<file path="config.mk">
export PLATFORM = sky130hd
export DESIGN_NAME = aes_v2_round_seq_flat
export DESIGN_NICKNAME = d
export VERILOG_FILES = /design/src/rtl/aes_v2_round_pkg.sv /design/src/rtl/aes_v2_round_seq_if.sv /design/src/rtl/aes_v2_round_pack.sv /design/src/rtl/aes_v2_round_seq.sv /design/src/flat_wrapper.sv
export SDC_FILE = /design/constraint.sdc
export NUM_CORES = 1
export LEC_CHECK = 0
export BUFFER_PORTS_ARGS = -buffer_cell sky130_fd_sc_hd__buf_2
export CORE_UTILIZATION = 34
export DETAILED_ROUTE_END_ITERATION = 16
export PLACE_DENSITY = 0.62
export SLEW_MARGIN = 20
export SYNTH_ARGS = -nofsm -noshare
export SYNTH_HDL_FRONTEND = slang
export SYNTH_SLANG_ARGS = --single-unit
</file>
<file path="constraint.sdc">
create_clock -name g_clk -period 4.2 [get_ports g_clk]
set_input_delay 0.63 -clock g_clk [delete_from_list [all_inputs] [get_ports g_clk]]
set_output_delay 0.63 -clock g_clk [all_outputs]
set_load 0.01 [all_outputs]
</file>
<file path="src/rtl/aes_v2_round_pkg.sv">
// Shared types and helpers for the aes_v2 round sequencer: FSM encoding,
// column-index width and byte/column extraction from the packed 128-bit state.
package aes_v2_round_pkg;

    localparam int COL_W = 2;
    localparam logic [COL_W-1:0] COL_LAST = '1;

    typedef enum logic [2:0] {
        ST_IDLE = 3'd0,
        ST_SUB  = 3'd1,
        ST_MIX  = 3'd2,
        ST_KEY  = 3'd3,
        ST_DONE = 3'd4
    } state_t;

    // Column c occupies bits [32c+31:32c]; row r is byte r within that column.
    function automatic logic [7:0] get_byte(input logic [127:0] st,
                                            input logic [COL_W-1:0] c,
                                            input logic [1:0] r);
        return st[{c, r, 3'b000} +: 8];
    endfunction

    function automatic logic [31:0] get_col(input logic [127:0] st,
                                            input logic [COL_W-1:0] c);
        return st[{c, 5'b00000} +: 32];
    endfunction

endpackage

</file>
<file path="src/rtl/aes_v2_round_seq_if.sv">
// Host-side request/response bus and FU-side operation bus of the round sequencer.
// Every channel is valid/ready: a transfer happens on a rising clock edge where both are high; the
// initiator holds payload stable from valid rising until that edge; ready may arrive before or after valid.
interface aes_v2_round_req_if;
    logic         req_valid;
    logic         req_ready;
    logic         req_enc;
    logic         req_last;
    logic [127:0] req_state;
    logic [127:0] req_key;
    logic         rsp_valid;
    logic         rsp_ready;
    logic [127:0] rsp_state;

    modport master (
        output req_valid, req_enc, req_last, req_state, req_key, rsp_ready,
        input  req_ready, rsp_valid, rsp_state
    );
    modport slave (
        input  req_valid, req_enc, req_last, req_state, req_key, rsp_ready,
        output req_ready, rsp_valid, rsp_state
    );
endinterface

interface aes_v2_round_fu_if;
    logic        fu_valid;
    logic        fu_sub;
    logic        fu_enc;
    logic [31:0] fu_rs1;
    logic [31:0] fu_rs2;
    logic        fu_ready;
    logic [31:0] fu_rd;

    modport master (
        output fu_valid, fu_sub, fu_enc, fu_rs1, fu_rs2,
        input  fu_ready, fu_rd
    );
    modport slave (
        input  fu_valid, fu_sub, fu_enc, fu_rs1, fu_rs2,
        output fu_ready, fu_rd
    );
endinterface

</file>
<file path="src/rtl/aes_v2_round_pack.sv">
// Combinational FU operand packer: (Inv)ShiftRows byte gather for sub ops, plain column for mix ops.
// The decrypt column rotation exists only when AES_V2_ROUND_DECRYPT_EN is defined.
module aes_v2_round_pack
    import aes_v2_round_pkg::*;
(
    input  logic [127:0]     i_st,
    input  logic [COL_W-1:0] i_col,
`ifdef AES_V2_ROUND_DECRYPT_EN
    input  logic             i_enc,
`endif
    input  logic             i_sub,
    output logic [31:0]      o_rs1,
    output logic [31:0]      o_rs2
);
    logic [COL_W-1:0] w_c1;
    logic [COL_W-1:0] w_c2;
    logic [COL_W-1:0] w_c3;

    // Decrypt uses c-1/c-2/c-3, which mod 4 equal c+3/c+2/c+1.
    always_comb begin
        w_c2 = i_col + 2'd2;
`ifdef AES_V2_ROUND_DECRYPT_EN
        w_c1 = i_enc ? i_col + 2'd1 : i_col + 2'd3;
        w_c3 = i_enc ? i_col + 2'd3 : i_col + 2'd1;
`else
        w_c1 = i_col + 2'd1;
        w_c3 = i_col + 2'd3;
`endif
    end

    always_comb begin
        o_rs1 = get_col(i_st, i_col);
        o_rs2 = get_col(i_st, i_col);
        if (i_sub) begin
            o_rs1 = {8'h00, get_byte(i_st, w_c2, 2'd2), 8'h00, get_byte(i_st, i_col, 2'd0)};
            o_rs2 = {get_byte(i_st, w_c3, 2'd3), 8'h00, get_byte(i_st, w_c1, 2'd1), 8'h00};
        end
    end

endmodule

</file>
<file path="src/rtl/aes_v2_round_seq.sv">
// One AES round on a 128-bit state via the shared aes_v2 FU: 4 sub ops, 4 mix ops, local key XOR.
// Decrypt rounds are built only when AES_V2_ROUND_DECRYPT_EN is defined; otherwise every round encrypts.
module aes_v2_round_seq
    import aes_v2_round_pkg::*;
(
    input  logic              g_clk,
    input  logic              g_resetn,
    aes_v2_round_req_if.slave host,
    aes_v2_round_fu_if.master fu,
    output state_t            o_dbg_state
);
    state_t           r_state;
    state_t           w_state_nxt;
    logic [127:0]     r_st;
    logic [127:0]     r_tmp;
    logic [127:0]     r_key;
    logic [COL_W-1:0] r_col;
    logic             r_last;
    logic             w_enc;
    logic             w_fu_valid;
    logic             w_col_end;
    logic [31:0]      w_rs1;
    logic [31:0]      w_rs2;

`ifdef AES_V2_ROUND_DECRYPT_EN
    logic             r_enc;
    assign w_enc = r_enc;

    always_ff @(posedge g_clk or negedge g_resetn) begin
        if (!g_resetn) begin
            r_enc <= 1'b1;
        end else if (r_state == ST_IDLE && host.req_valid) begin
            r_enc <= host.req_enc;
        end
    end
`else
    assign w_enc = 1'b1;
`endif

    assign w_col_end = (r_col == COL_LAST);

    always_ff @(posedge g_clk or negedge g_resetn) begin
        if (!g_resetn) begin
            r_state <= ST_IDLE;
        end else begin
            r_state <= w_state_nxt;
        end
    end

    always_comb begin
        w_state_nxt = r_state;
        unique case (r_state)
            ST_IDLE: if (host.req_valid) w_state_nxt = ST_SUB;
            ST_SUB:  if (fu.fu_ready && w_col_end) w_state_nxt = (w_enc && !r_last) ? ST_MIX : ST_KEY;
            ST_MIX:  if (fu.fu_ready && w_col_end) w_state_nxt = w_enc ? ST_KEY : ST_DONE;
`ifdef AES_V2_ROUND_DECRYPT_EN
            ST_KEY:  w_state_nxt = (!w_enc && !r_last) ? ST_MIX : ST_DONE;
`else
            ST_KEY:  w_state_nxt = ST_DONE;
`endif
            ST_DONE: if (host.rsp_ready) w_state_nxt = ST_IDLE;
            default: w_state_nxt = ST_IDLE;
        endcase
    end

    // SUB collects into r_tmp so later columns still read the pre-round bytes from r_st.
    always_ff @(posedge g_clk or negedge g_resetn) begin
        if (!g_resetn) begin
            r_st   <= '0;
            r_tmp  <= '0;
            r_key  <= '0;
            r_col  <= '0;
            r_last <= 1'b0;
        end else begin
            case (r_state)
                ST_IDLE: if (host.req_valid) begin
                    r_st   <= host.req_state;
                    r_key  <= host.req_key;
                    r_last <= host.req_last;
                    r_col  <= '0;
                end
                ST_SUB: if (fu.fu_ready) begin
                    r_tmp[{r_col, 5'b00000} +: 32] <= fu.fu_rd;
                    r_col <= r_col + 2'd1;
                    if (w_col_end) r_st <= {fu.fu_rd, r_tmp[95:0]};
                end
                ST_MIX: if (fu.fu_ready) begin
                    r_st[{r_col, 5'b00000} +: 32] <= fu.fu_rd;
                    r_col <= r_col + 2'd1;
                end
                ST_KEY: r_st <= r_st ^ r_key;
                default: ;
            endcase
        end
    end

    aes_v2_round_pack u_pack (
        .i_st  (r_st),
        .i_col (r_col),
`ifdef AES_V2_ROUND_DECRYPT_EN
        .i_enc (r_enc),
`endif
        .i_sub (r_state == ST_SUB),
        .o_rs1 (w_rs1),
        .o_rs2 (w_rs2)
    );

    assign w_fu_valid     = (r_state == ST_SUB) || (r_state == ST_MIX);
    assign fu.fu_valid    = w_fu_valid;
    assign fu.fu_sub      = (r_state == ST_SUB);
    assign fu.fu_enc      = w_fu_valid & w_enc;
    assign fu.fu_rs1      = w_fu_valid ? w_rs1 : 32'h0;
    assign fu.fu_rs2      = w_fu_valid ? w_rs2 : 32'h0;

    assign host.req_ready = (r_state == ST_IDLE);
    assign host.rsp_valid = (r_state == ST_DONE);
    assign host.rsp_state = r_st;

    assign o_dbg_state    = r_state;

endmodule

</file>
<file path="src/flat_wrapper.sv">
// flat-port wrapper written by rule: the top's interface ports become plain ports
module aes_v2_round_seq_flat import aes_v2_round_pkg::*;
  (g_clk, g_resetn, o_dbg_state, host_req_valid, host_req_enc, host_req_last, host_req_state, host_req_key, host_rsp_ready, host_req_ready, host_rsp_valid, host_rsp_state, fu_fu_valid, fu_fu_sub, fu_fu_enc, fu_fu_rs1, fu_fu_rs2, fu_fu_ready, fu_fu_rd);
  aes_v2_round_req_if host_i ();
  aes_v2_round_fu_if fu_i ();
  input  logic g_clk;
  input  logic g_resetn;
  output state_t o_dbg_state;
  input wire logic [$bits(host_i.req_valid)-1:0] host_req_valid;
  input wire logic [$bits(host_i.req_enc)-1:0] host_req_enc;
  input wire logic [$bits(host_i.req_last)-1:0] host_req_last;
  input wire logic [$bits(host_i.req_state)-1:0] host_req_state;
  input wire logic [$bits(host_i.req_key)-1:0] host_req_key;
  input wire logic [$bits(host_i.rsp_ready)-1:0] host_rsp_ready;
  output wire logic [$bits(host_i.req_ready)-1:0] host_req_ready;
  output wire logic [$bits(host_i.rsp_valid)-1:0] host_rsp_valid;
  output wire logic [$bits(host_i.rsp_state)-1:0] host_rsp_state;
  output wire logic [$bits(fu_i.fu_valid)-1:0] fu_fu_valid;
  output wire logic [$bits(fu_i.fu_sub)-1:0] fu_fu_sub;
  output wire logic [$bits(fu_i.fu_enc)-1:0] fu_fu_enc;
  output wire logic [$bits(fu_i.fu_rs1)-1:0] fu_fu_rs1;
  output wire logic [$bits(fu_i.fu_rs2)-1:0] fu_fu_rs2;
  input wire logic [$bits(fu_i.fu_ready)-1:0] fu_fu_ready;
  input wire logic [$bits(fu_i.fu_rd)-1:0] fu_fu_rd;
  assign host_i.req_valid = host_req_valid;
  assign host_i.req_enc = host_req_enc;
  assign host_i.req_last = host_req_last;
  assign host_i.req_state = host_req_state;
  assign host_i.req_key = host_req_key;
  assign host_i.rsp_ready = host_rsp_ready;
  assign host_req_ready = host_i.req_ready;
  assign host_rsp_valid = host_i.rsp_valid;
  assign host_rsp_state = host_i.rsp_state;
  assign fu_fu_valid = fu_i.fu_valid;
  assign fu_fu_sub = fu_i.fu_sub;
  assign fu_fu_enc = fu_i.fu_enc;
  assign fu_fu_rs1 = fu_i.fu_rs1;
  assign fu_fu_rs2 = fu_i.fu_rs2;
  assign fu_i.fu_ready = fu_fu_ready;
  assign fu_i.fu_rd = fu_fu_rd;
  aes_v2_round_seq u_core (.g_clk(g_clk), .g_resetn(g_resetn), .host(host_i), .fu(fu_i), .o_dbg_state(o_dbg_state));
endmodule
</file>
## Yosys cells after proc, flatten, opt, wreduce, memory -nomap -nowiden

Index checks and enable logic that the tools add are counted.

- Bits in registers: 390
- Output and inout port bits: 200
- Word-level logic and storage cells: 62

- Add/sub/neg operators: 4
- Eq/ne operators: 13
- Shifts and indexed selects: 7
- Muxes and demuxes: 20
- Bitwise gates (word level): 1
- Reduce and logical (&&, ||, !) cells: 11

Operators with widths:

| kind | count |
|---|---|
| $mux W128 | 4 |
| $pmux W128 S4 | 1 |
| $shiftx A128 B8 Y8 | 4 |
| $bwmux W128 | 2 |
| $mux W32 | 4 |
| $shift A32 B9 Y128 const A | 1 |
| $shiftx A128 B8 Y32 | 1 |
| $shiftx A32 B9 Y128 | 1 |
| $xor A128 B128 Y128 | 1 |
| $pmux W3 S5 | 1 |
| $mux W3 | 4 |
| $ne A2 B1 Y1 const B | 5 |
| $neg A7 Y9 | 1 |
| $eq A3 B2 Y1 const B | 2 |
| $ne A2 B2 Y1 const B | 3 |
| $reduce_and A5 Y1 | 1 |
| $add A2 B2 Y2 const B | 2 |
| $mux W2 | 2 |
| $pmux W2 S2 | 1 |
| $reduce_and A2 Y1 | 2 |
| $reduce_and A4 Y1 | 1 |
| $reduce_bool A4 Y1 | 1 |
| $eq A3 B1 Y1 const B | 1 |
| $eq A3 B3 Y1 const B | 1 |
| other kinds (9) | 9 |

## Longest topological paths before layout

Gate-level depths: netlist of the first run.

- Depth after elaboration: 5
- Depth in mapped cells: 13
- Gate-level depth less buffers: 6

## Modules after synthesis

A second synthesis of the first run with hierarchy kept.

- Cell total of the unflattened synthesis: 2344
- Area total of the unflattened synthesis: 21614.5 µm²

By module, submodules not included:

| module | instances | cells an instance | area an instance (µm²) |
|---|---|---|---|
| aes_v2_round_seq | 1 | 2101 | 19516.2 |
| aes_v2_round_pack | 1 | 243 | 2098.3 |

## Worst setup path after synthesis of the first run

OpenSTA, ideal clock, no wires.

- Path type: register to output
- Start point: register u_core.r_col[1]
- End point: output port fu_fu_rs2[30]
- Arrival: 2.977 ns
- Data required time: 3.570 ns
- Path slack: 0.593 ns
- Cell stages (with the launch flop): 11
- Path buffers: 6
- Path through: dfrtp_1 -> buf_2 -> buf_4 -> buf_2 -> clkinv_1 -> clkbuf_1 -> ha_1 -> buf_2 -> buf_1 -> mux4_2 -> a21o_1

- Longest elaborated chain between the ends: 4

RTL lines:

| item | RTL line | source |
|---|---|---|
| start: declaration | aes_v2_round_seq.sv:17 | `logic [COL_W-1:0] r_col;` |
| start signal: assignment | aes_v2_round_seq.sv:84 | `r_col <= r_col + 2'd1;` |
| start signal: assignment | aes_v2_round_seq.sv:89 | `r_col <= r_col + 2'd1;` |
| $add A2 B2 Y2 | aes_v2_round_pack.sv:27 | `w_c3 = i_col + 2'd3;` |
| $shiftx A128 B8 Y8 | aes_v2_round_pkg.sv:20 | `return st[{c, r, 3'b000} +: 8];` |
| $mux W32 * | aes_v2_round_pack.sv:34 | `if (i_sub) begin` |
| $mux W32 * | aes_v2_round_seq.sv:113 | `assign fu.fu_rs2 = w_fu_valid ? w_rs2 : 32'h0;` |
| end: declaration | flat_wrapper.sv:22 | `output wire logic [$bits(fu_i.fu_rs2)-1:0] fu_fu_rs2;` |

Mark *: on every way between the ends. The rest lies on a longest branch, timed or not.

## Worst setup path after layout of the first run

- Start point: register u_core.r_col[1]
- End point: output port fu_fu_rs2[29]

Same word-level chain as after synthesis.

==> flow_summary.toml, run 1 <==
[routing]
finalWirelength_mm = 91.0
met1Wirelength_mm = 39.4
drt_iter0_drc = 2167
dr.max_layer_used = "met5"
wl_per_cell_um = 24.3
drc_errors = 0
met2WireLength_mm = 41.8
antenna_left = 0
via_per_inst = 5.58
routed-wl-met3_mm = 6.94
dr_total_vias = 20900
drt_pass1_iterations = 8

[floorplanning]
die_height_um = 253
num_rows = 91
core_area_um2 = 61900
chipWidth_um = 253
floorplan.initialDensity_pct = 34.5
io-pin-count = 495
full_die_area_um2 = 63900

[grt]
grt_pass1_wl_mm = 135
largest_net_degree_at_the_start_of_global_routing = 110
total_congestion_overflow_after_global_routing = 0
first_global_vias = 20200
antenna_violations_before_repair = 16
grtUsageTotal_pct = 28.1

[synth]
synthDominantCellAreaShare_pct = 41.9
synthTopCellsByArea = "sky130_fd_sc_hd__dfrtp_1 (42%), sky130_fd_sc_hd__nand2_1 (12%), sky130_fd_sc_hd__o22ai_1 (7.4%)"
synth_cells = 2534
yosysWarnings = 0
synth_nets = 2835
synth-edff-count = 0
post_synthesis_area_per_instance_um2 = 8.44
yosys_register_bits = 358
synth_ff_type = "sky130_fd_sc_hd__dfrtp_1"
synth_async_sr_flop_share_pct = 100
synth.cell_area_um2 = 21400
synth.yosys.seq_area_share_pct = 41.9
yosys.cell_types.count = 46
yosys.area.top_type = "sky130_fd_sc_hd__dfrtp_1"

[status]
status = "completed"

[layout]
most-common-layout-cells = "sky130_fd_sc_hd__nand2_1 (656), sky130_fd_sc_hd__buf_2 (492), sky130_fd_sc_hd__dfrtp_1 (353)"
syn2layout_area_growth_pct = 21.5
finalCoreUtilization_pct = 42.0
fillers = 6356
final_standard_cell_count_with_taps_included_and_fillers_excluded = 3751
final_nets = 3176
layout_commonest_cell = "sky130_fd_sc_hd__nand2_1"
drive_gt1_share_pct = 23.9
stdcell_area_um2 = 26000

[setup_path]
cp-start-kind = "flop"
crit_family = "flip-flops"
critical_path_required_ns = 3.57
critical_path.cell_chain = "clkinv_1 -> ha_2 -> buf_4 -> mux4_2 -> a21o_1 -> buf_2"
critical_path_arrival_ns = 3.02
worstSetupStartpoint = "u_core.r_col[1]"
highest_net_fanout_along_the_worst_path = 21
r2r_setup_slack_ns = 1.07
crit_path_category = "reg2out"
critical-path-max-stage-delay_ns = 0.64
crit_buf_inv = 3
r2r-start = "u_core.r_col[1]"
worstSetupEndpointType = "output pin"
crit_slowest_cell = "sky130_fd_sc_hd__dfrtp_4"

[placed_design]
placed_cells_incl_taps = 3666
post_place_instance_area_um2 = 24600
io_buffers = 493
gp_congestion = 0.839
hpwl_after_detailed_placement_mm = 59.0

[timing]
finalHoldViolCount = 0
clock_skew_ns = 0.0355
fin_crit_ns = 3.65
setup_viol = 0
slew-limit-headroom_pct = 26.1
final.setup.tns_ns = 0
final_min_period_over_clock_period_pct = 86.9
grt_setup_unrepaired = "false"
drv_slew = 0
worst_hold_slack_ns = 0.169
transition_time_of_the_tightest_slew_check_pin_ns = 1.11
max_freq_ghz = 0.274

[worst_hold_path]
min-delay-path-class = "in2async"

[power]
leakage_nw = 12.2
areal_power_density_over_the_cells_nw_per_um2 = 890
max-vdd-ir-drop_mv = 0.437

[cts]
inserted_clock_buffers = 44
worst_skew_pair.late_latency_ns = 0.59
clockRootBuffer = "sky130_fd_sc_hd__clkbuf_16"
clkTransAtPathRegs_ns = 0.07
h-tree-depth = 2
cts.sink_count = 358
cts_tree = "built"
cts_setup_buffers = 0
cts_hold_buffers = 0
post_cts_resize_count = 0
cts.path.max_buffers = 3

[flow_run]
drv.max_cap_violation_count = 0
-- power by group --
group          leakage [nW]  total, mW  switching [mW]  internal [mW]
clock                 0.701       3.84            1.59           2.26
combinational          6.89       12.4            7.23           5.17
sequential             4.60       6.90            1.86           5.04
-- layout make-up --
type / instances / area (µm²) / area share [%]
sequential: 358 / 8980 / 34.5
timing repair buffer: 550 / 3110 / 11.9
clock buffer: 69 / 1350 / 5.18
clock inverter: 8 / 82.6 / 0.318
inverter: 68 / 255 / 0.981
antenna: 8 / 20.0 / 0.0770
tap: 837 / 1050 / 4.03
multi-input combinational: 1853 / 11200 / 43.0
-- cells by family (layout without fill, tap and decap cells) --
logic type / count (synthesis) / count (layout) / share of synthesized area (%)
compound gates: 778 / 778 / 23.1
xor+xnor: 128 / 128 / 5.24
fa+ha+maj: 6 / 6 / 0.351
buf+inv: 323 / 695 / 6.59
flops: 358 / 358 / 41.9
mux: 50 / 50 / 4.73
other cells: 0 / 8 / 0
simple gates: 891 / 891 / 18.1
-- metrics by stage --
stage | worst slack, ns | total power, mW
4_1_cts | 0.474 | 23.1
3_3_place_gp | 1.13 | 19.0
6_report | 0.551 | 23.1
2_1_floorplan | 0.593 | 14.9
3_5_place_dp | 1.08 | 19.2
5_1_grt | 0.432 | 24.7
-- state kept, by name, summed over array words and instances (netlist names) --
name,count
u_core.host.rsp_state,128
u_core.r_key,128
u_core.o_dbg_state,3
u_core.r_last,1
u_core.r_col,2
u_core.r_tmp,96
-- routing by layer --
metal	up-vias	global-route usage, %
met5	-	0
met4	10	10.4
met3	167	4.75
met2	1037	43.8
met1	10200	39.0
li1	9502	-
-- cell usage after synthesis (2+ instances only) --
library cell                instances
sky130_fd_sc_hd__inv_1             66
sky130_fd_sc_hd__buf_2             49
sky130_fd_sc_hd__nand2_1          657
sky130_fd_sc_hd__clkbuf_1         176
sky130_fd_sc_hd__nand3_1            5
sky130_fd_sc_hd__buf_4              7
sky130_fd_sc_hd__nor3b_2            2
sky130_fd_sc_hd__and2_1            34
sky130_fd_sc_hd__buf_6             13
sky130_fd_sc_hd__mux2_2             9
sky130_fd_sc_hd__o2bb2ai_1          3
sky130_fd_sc_hd__o21ai_0          136
sky130_fd_sc_hd__mux4_2            40
sky130_fd_sc_hd__a2111oi_0          3
sky130_fd_sc_hd__nor2_1            39
sky130_fd_sc_hd__ha_1               6
sky130_fd_sc_hd__buf_1              8
sky130_fd_sc_hd__a32o_1             6
sky130_fd_sc_hd__nor3_1            12
sky130_fd_sc_hd__nand2b_1           3
sky130_fd_sc_hd__a211oi_1         125
sky130_fd_sc_hd__o21ai_1          128
sky130_fd_sc_hd__a22o_1            32
sky130_fd_sc_hd__nor3b_1            4
sky130_fd_sc_hd__nor2b_1          128
sky130_fd_sc_hd__dfrtp_1          358
sky130_fd_sc_hd__or3b_2             2
sky130_fd_sc_hd__o22ai_1          253
sky130_fd_sc_hd__a21oi_1            2
sky130_fd_sc_hd__a221oi_1          16
sky130_fd_sc_hd__a21o_1            70
sky130_fd_sc_hd__clkinv_1           2
sky130_fd_sc_hd__xnor2_1          127
-- worst reg2reg max path: stages (launching register included) --
cell and delay, ns:
sky130_fd_sc_hd__dfrtp_4 0.64, sky130_fd_sc_hd__buf_4 0.64, sky130_fd_sc_hd__ha_1 0.30, sky130_fd_sc_hd__nand3_1 0.21, sky130_fd_sc_hd__o221ai_4 0.40, sky130_fd_sc_hd__buf_12 0.34, sky130_fd_sc_hd__o21ai_0 0.35, sky130_fd_sc_hd__o21ai_1 0.17
-- final timing paths --
kind	end	cells past startpoint
max	fu_fu_rs2[29]	6
min	u_core.r_tmp[8]	1
max reg2reg	u_core.host.rsp_state[11]	7
min reg2reg	u_core.r_tmp[47]	2
max in group asynchronous	u_core.o_dbg_state[2]	2
min in group g_clk	u_core.r_key[1]	3
Note: power is estimated with default switching activity, not from simulation.
==> run 2, diff against run 1 <==
--- a/config.mk
+++ b/config.mk
@@ -5,10 +5,10 @@
 export SDC_FILE = /design/constraint.sdc
 export NUM_CORES = 1
 export LEC_CHECK = 0
-export BUFFER_PORTS_ARGS = -buffer_cell sky130_fd_sc_hd__buf_2
 export CORE_UTILIZATION = 34
 export DETAILED_ROUTE_END_ITERATION = 16
-export PLACE_DENSITY = 0.62
+export DONT_BUFFER_PORTS = 1
+export PLACE_DENSITY = 0.55
 export SLEW_MARGIN = 20
 export SYNTH_ARGS = -nofsm -noshare
 export SYNTH_HDL_FRONTEND = slang
==> run 2 against run 1 <==
First-iteration DRC count decreased by 0.42%; routed wire length decreased by 0.25%; cell count down 13%; core utilization shrank 4.1 points; clock-buffer cell count is 2 lower; critical endpoint is now fu_fu_rs2[10]; sequential share of layout area grew 3.7 points; global-route usage down 0.43 points; combinational power decreased by 10%; die area unchanged; worst hold slack got worse by 0.38 ns; total power is 3.5% lower; the flow now finishes with violations (negative hold slack).
==> flow_summary.toml, run 2 (synthesis results as in run 1) <==
[power]
max-vdd-ir-drop_mv = 0.633
areal_power_density_over_the_cells_nw_per_um2 = 951
total_power_mw = 22.3
leakage_nw = 10.1

[layout]
syn2layout_area_growth_pct = 9.74
layout_commonest_cell = "sky130_fd_sc_hd__nand2_1"
drive_gt1_share_pct = 8.67
final_standard_cell_count_with_taps_included_and_fillers_excluded = 3259
most-common-layout-cells = "sky130_fd_sc_hd__nand2_1 (656), sky130_fd_sc_hd__dfrtp_1 (353), sky130_fd_sc_hd__o22ai_1 (253)"
fillers = 6320
final_nets = 2683
stdcell_area_um2 = 23500
finalCoreUtilization_pct = 37.9

[timing]
final.setup.tns_ns = 0
clock_skew_ns = 0.0392
finalHoldViolCount = 247
grt_setup_unrepaired = "false"
setup_viol = 0
transition_time_of_the_tightest_slew_check_pin_ns = 1.36
max_freq_ghz = 0.268
worst_hold_slack_ns = -0.207
fin_crit_ns = 3.74
drv_slew = 0
slew-limit-headroom_pct = 9.58
final_min_period_over_clock_period_pct = 89.0
worst_setup_slack_final_ns = 0.464

[setup_path]
crit_path_category = "reg2out"
timing.critical_path.to = "fu_fu_rs2[10]"
worstSetupEndpointType = "output pin"
critical_path_arrival_ns = 3.11
r2r-start = "u_core.r_col[0]"
r2r.worst_path.cells = 6
critical_path_required_ns = 3.57
reg_to_reg_end = "u_core.host.rsp_state[109]"
r2r_setup_slack_ns = 1.06
cp-start-kind = "flop"
highest_net_fanout_along_the_worst_path = 17
worstSetupStartpoint = "u_core.r_col[0]"

[cts]
cts_tree = "built"
cts.sink_count = 358
inserted_clock_buffers = 46
cts_setup_buffers = 0
worst_skew_pair.late_latency_ns = 0.60
clkTransAtPathRegs_ns = 0.06
post_cts_resize_count = 0
h-tree-depth = 2
cts.path.max_buffers = 3
clockRootBuffer = "sky130_fd_sc_hd__clkbuf_16"

[routing]
wl_per_cell_um = 27.8
finalWirelength_mm = 90.8
drc_errors = 0
via_per_inst = 5.96
drt_pass1_iterations = 5
drt_iter0_drc = 2158
dr_total_vias = 19400
antenna_left = 0

[grt]
largest_net_degree_at_the_start_of_global_routing = 359
antenna_violations_before_repair = 23
total_congestion_overflow_after_global_routing = 0
grtUsageTotal_pct = 27.7
grt_pass1_wl_mm = 131
first_global_vias = 18900

[placed_design]
io_buffers = 0
dp_slack_ns = 1.04
hpwl_after_detailed_placement_mm = 58.9
placed_cells_incl_taps = 3171
post_place_instance_area_um2 = 22000
gp_congestion = 0.912

[floorplanning]
floorplan.initialDensity_pct = 34.5
num_rows = 91
chipWidth_um = 253
core_area_um2 = 61900
die_height_um = 253
full_die_area_um2 = 63900
io-pin-count = 495

[status]
status = "finished, violations left"
failing_checks = "negative hold slack"

[worst_hold_path]
min-delay-path-class = "in2async"

[flow_run]
drv.max_cap_violation_count = 0
-- run 2: cell count changes in the layout (fill, tap and decap cells not counted), moves of 2 or more --
cell	before	now
sky130_fd_sc_hd__buf_12	16	9
sky130_fd_sc_hd__diode_2	8	10
sky130_fd_sc_hd__buf_2	492	0
sky130_fd_sc_hd__buf_4	41	46
sky130_fd_sc_hd__inv_6	0	3
sky130_fd_sc_hd__clkbuf_1	12	5
sky130_fd_sc_hd__clkbuf_8	11	16
-- run 2: final cells by class --
type | count | area, µm² | share of cell area, %
timing repair buffer | 55 | 526 | 2.24
inverter | 68 | 255 | 1.09
tap | 837 | 1050 | 4.46
clock inverter | 11 | 109 | 0.464
sequential | 358 | 8970 | 38.2
multi-input combinational | 1853 | 11200 | 47.5
antenna | 10 | 25.0 | 0.107
clock buffer | 67 | 1390 | 5.92
-- run 2: layer usage --
layer | vias to the layer above | share of wire, % | track usage (%)
met3 | 186 | 9.2 | 7.36
met4 | 22 | 3.5 | 10.8
met5 | - | 0.14 | 0
met1 | 9695 | 42 | 37.1
met2 | 1002 | 46 | 42.3
li1 | 8517 | - | -
-- run 2: critical path, cell delays in order (launching register included) --
cell,delay [ns]
sky130_fd_sc_hd__dfrtp_4,0.62
sky130_fd_sc_hd__inv_1,0.15
sky130_fd_sc_hd__ha_2,0.66
sky130_fd_sc_hd__buf_4,0.31
sky130_fd_sc_hd__mux4_2,0.52
sky130_fd_sc_hd__a21o_1,0.23
-- run 2: worst min path at each step --
stage,startpoint,end,cells past startpoint
6_report,g_resetn,u_core.r_key[67],0
5_1_grt,g_resetn,u_core.r_key[98],0
4_1_cts,g_resetn,u_core.r_key[98],0
3_5_place_dp,g_resetn,u_core.r_key[68],0
3_3_place_gp,g_resetn,u_core.r_key[66],0
2_1_floorplan,g_resetn,u_core.host.rsp_state[0],0
-- run 2: report_power, final --
| group | switching, mW | internal [mW] | total, mW |
|---|---|---|---|
| Combinational | 6.53 | 4.52 | 11.1 |
| Sequential | 2.27 | 5.03 | 7.29 |
| Clock | 1.65 | 2.35 | 3.99 |
| Total | 10.4 | 11.9 | 22.3 |
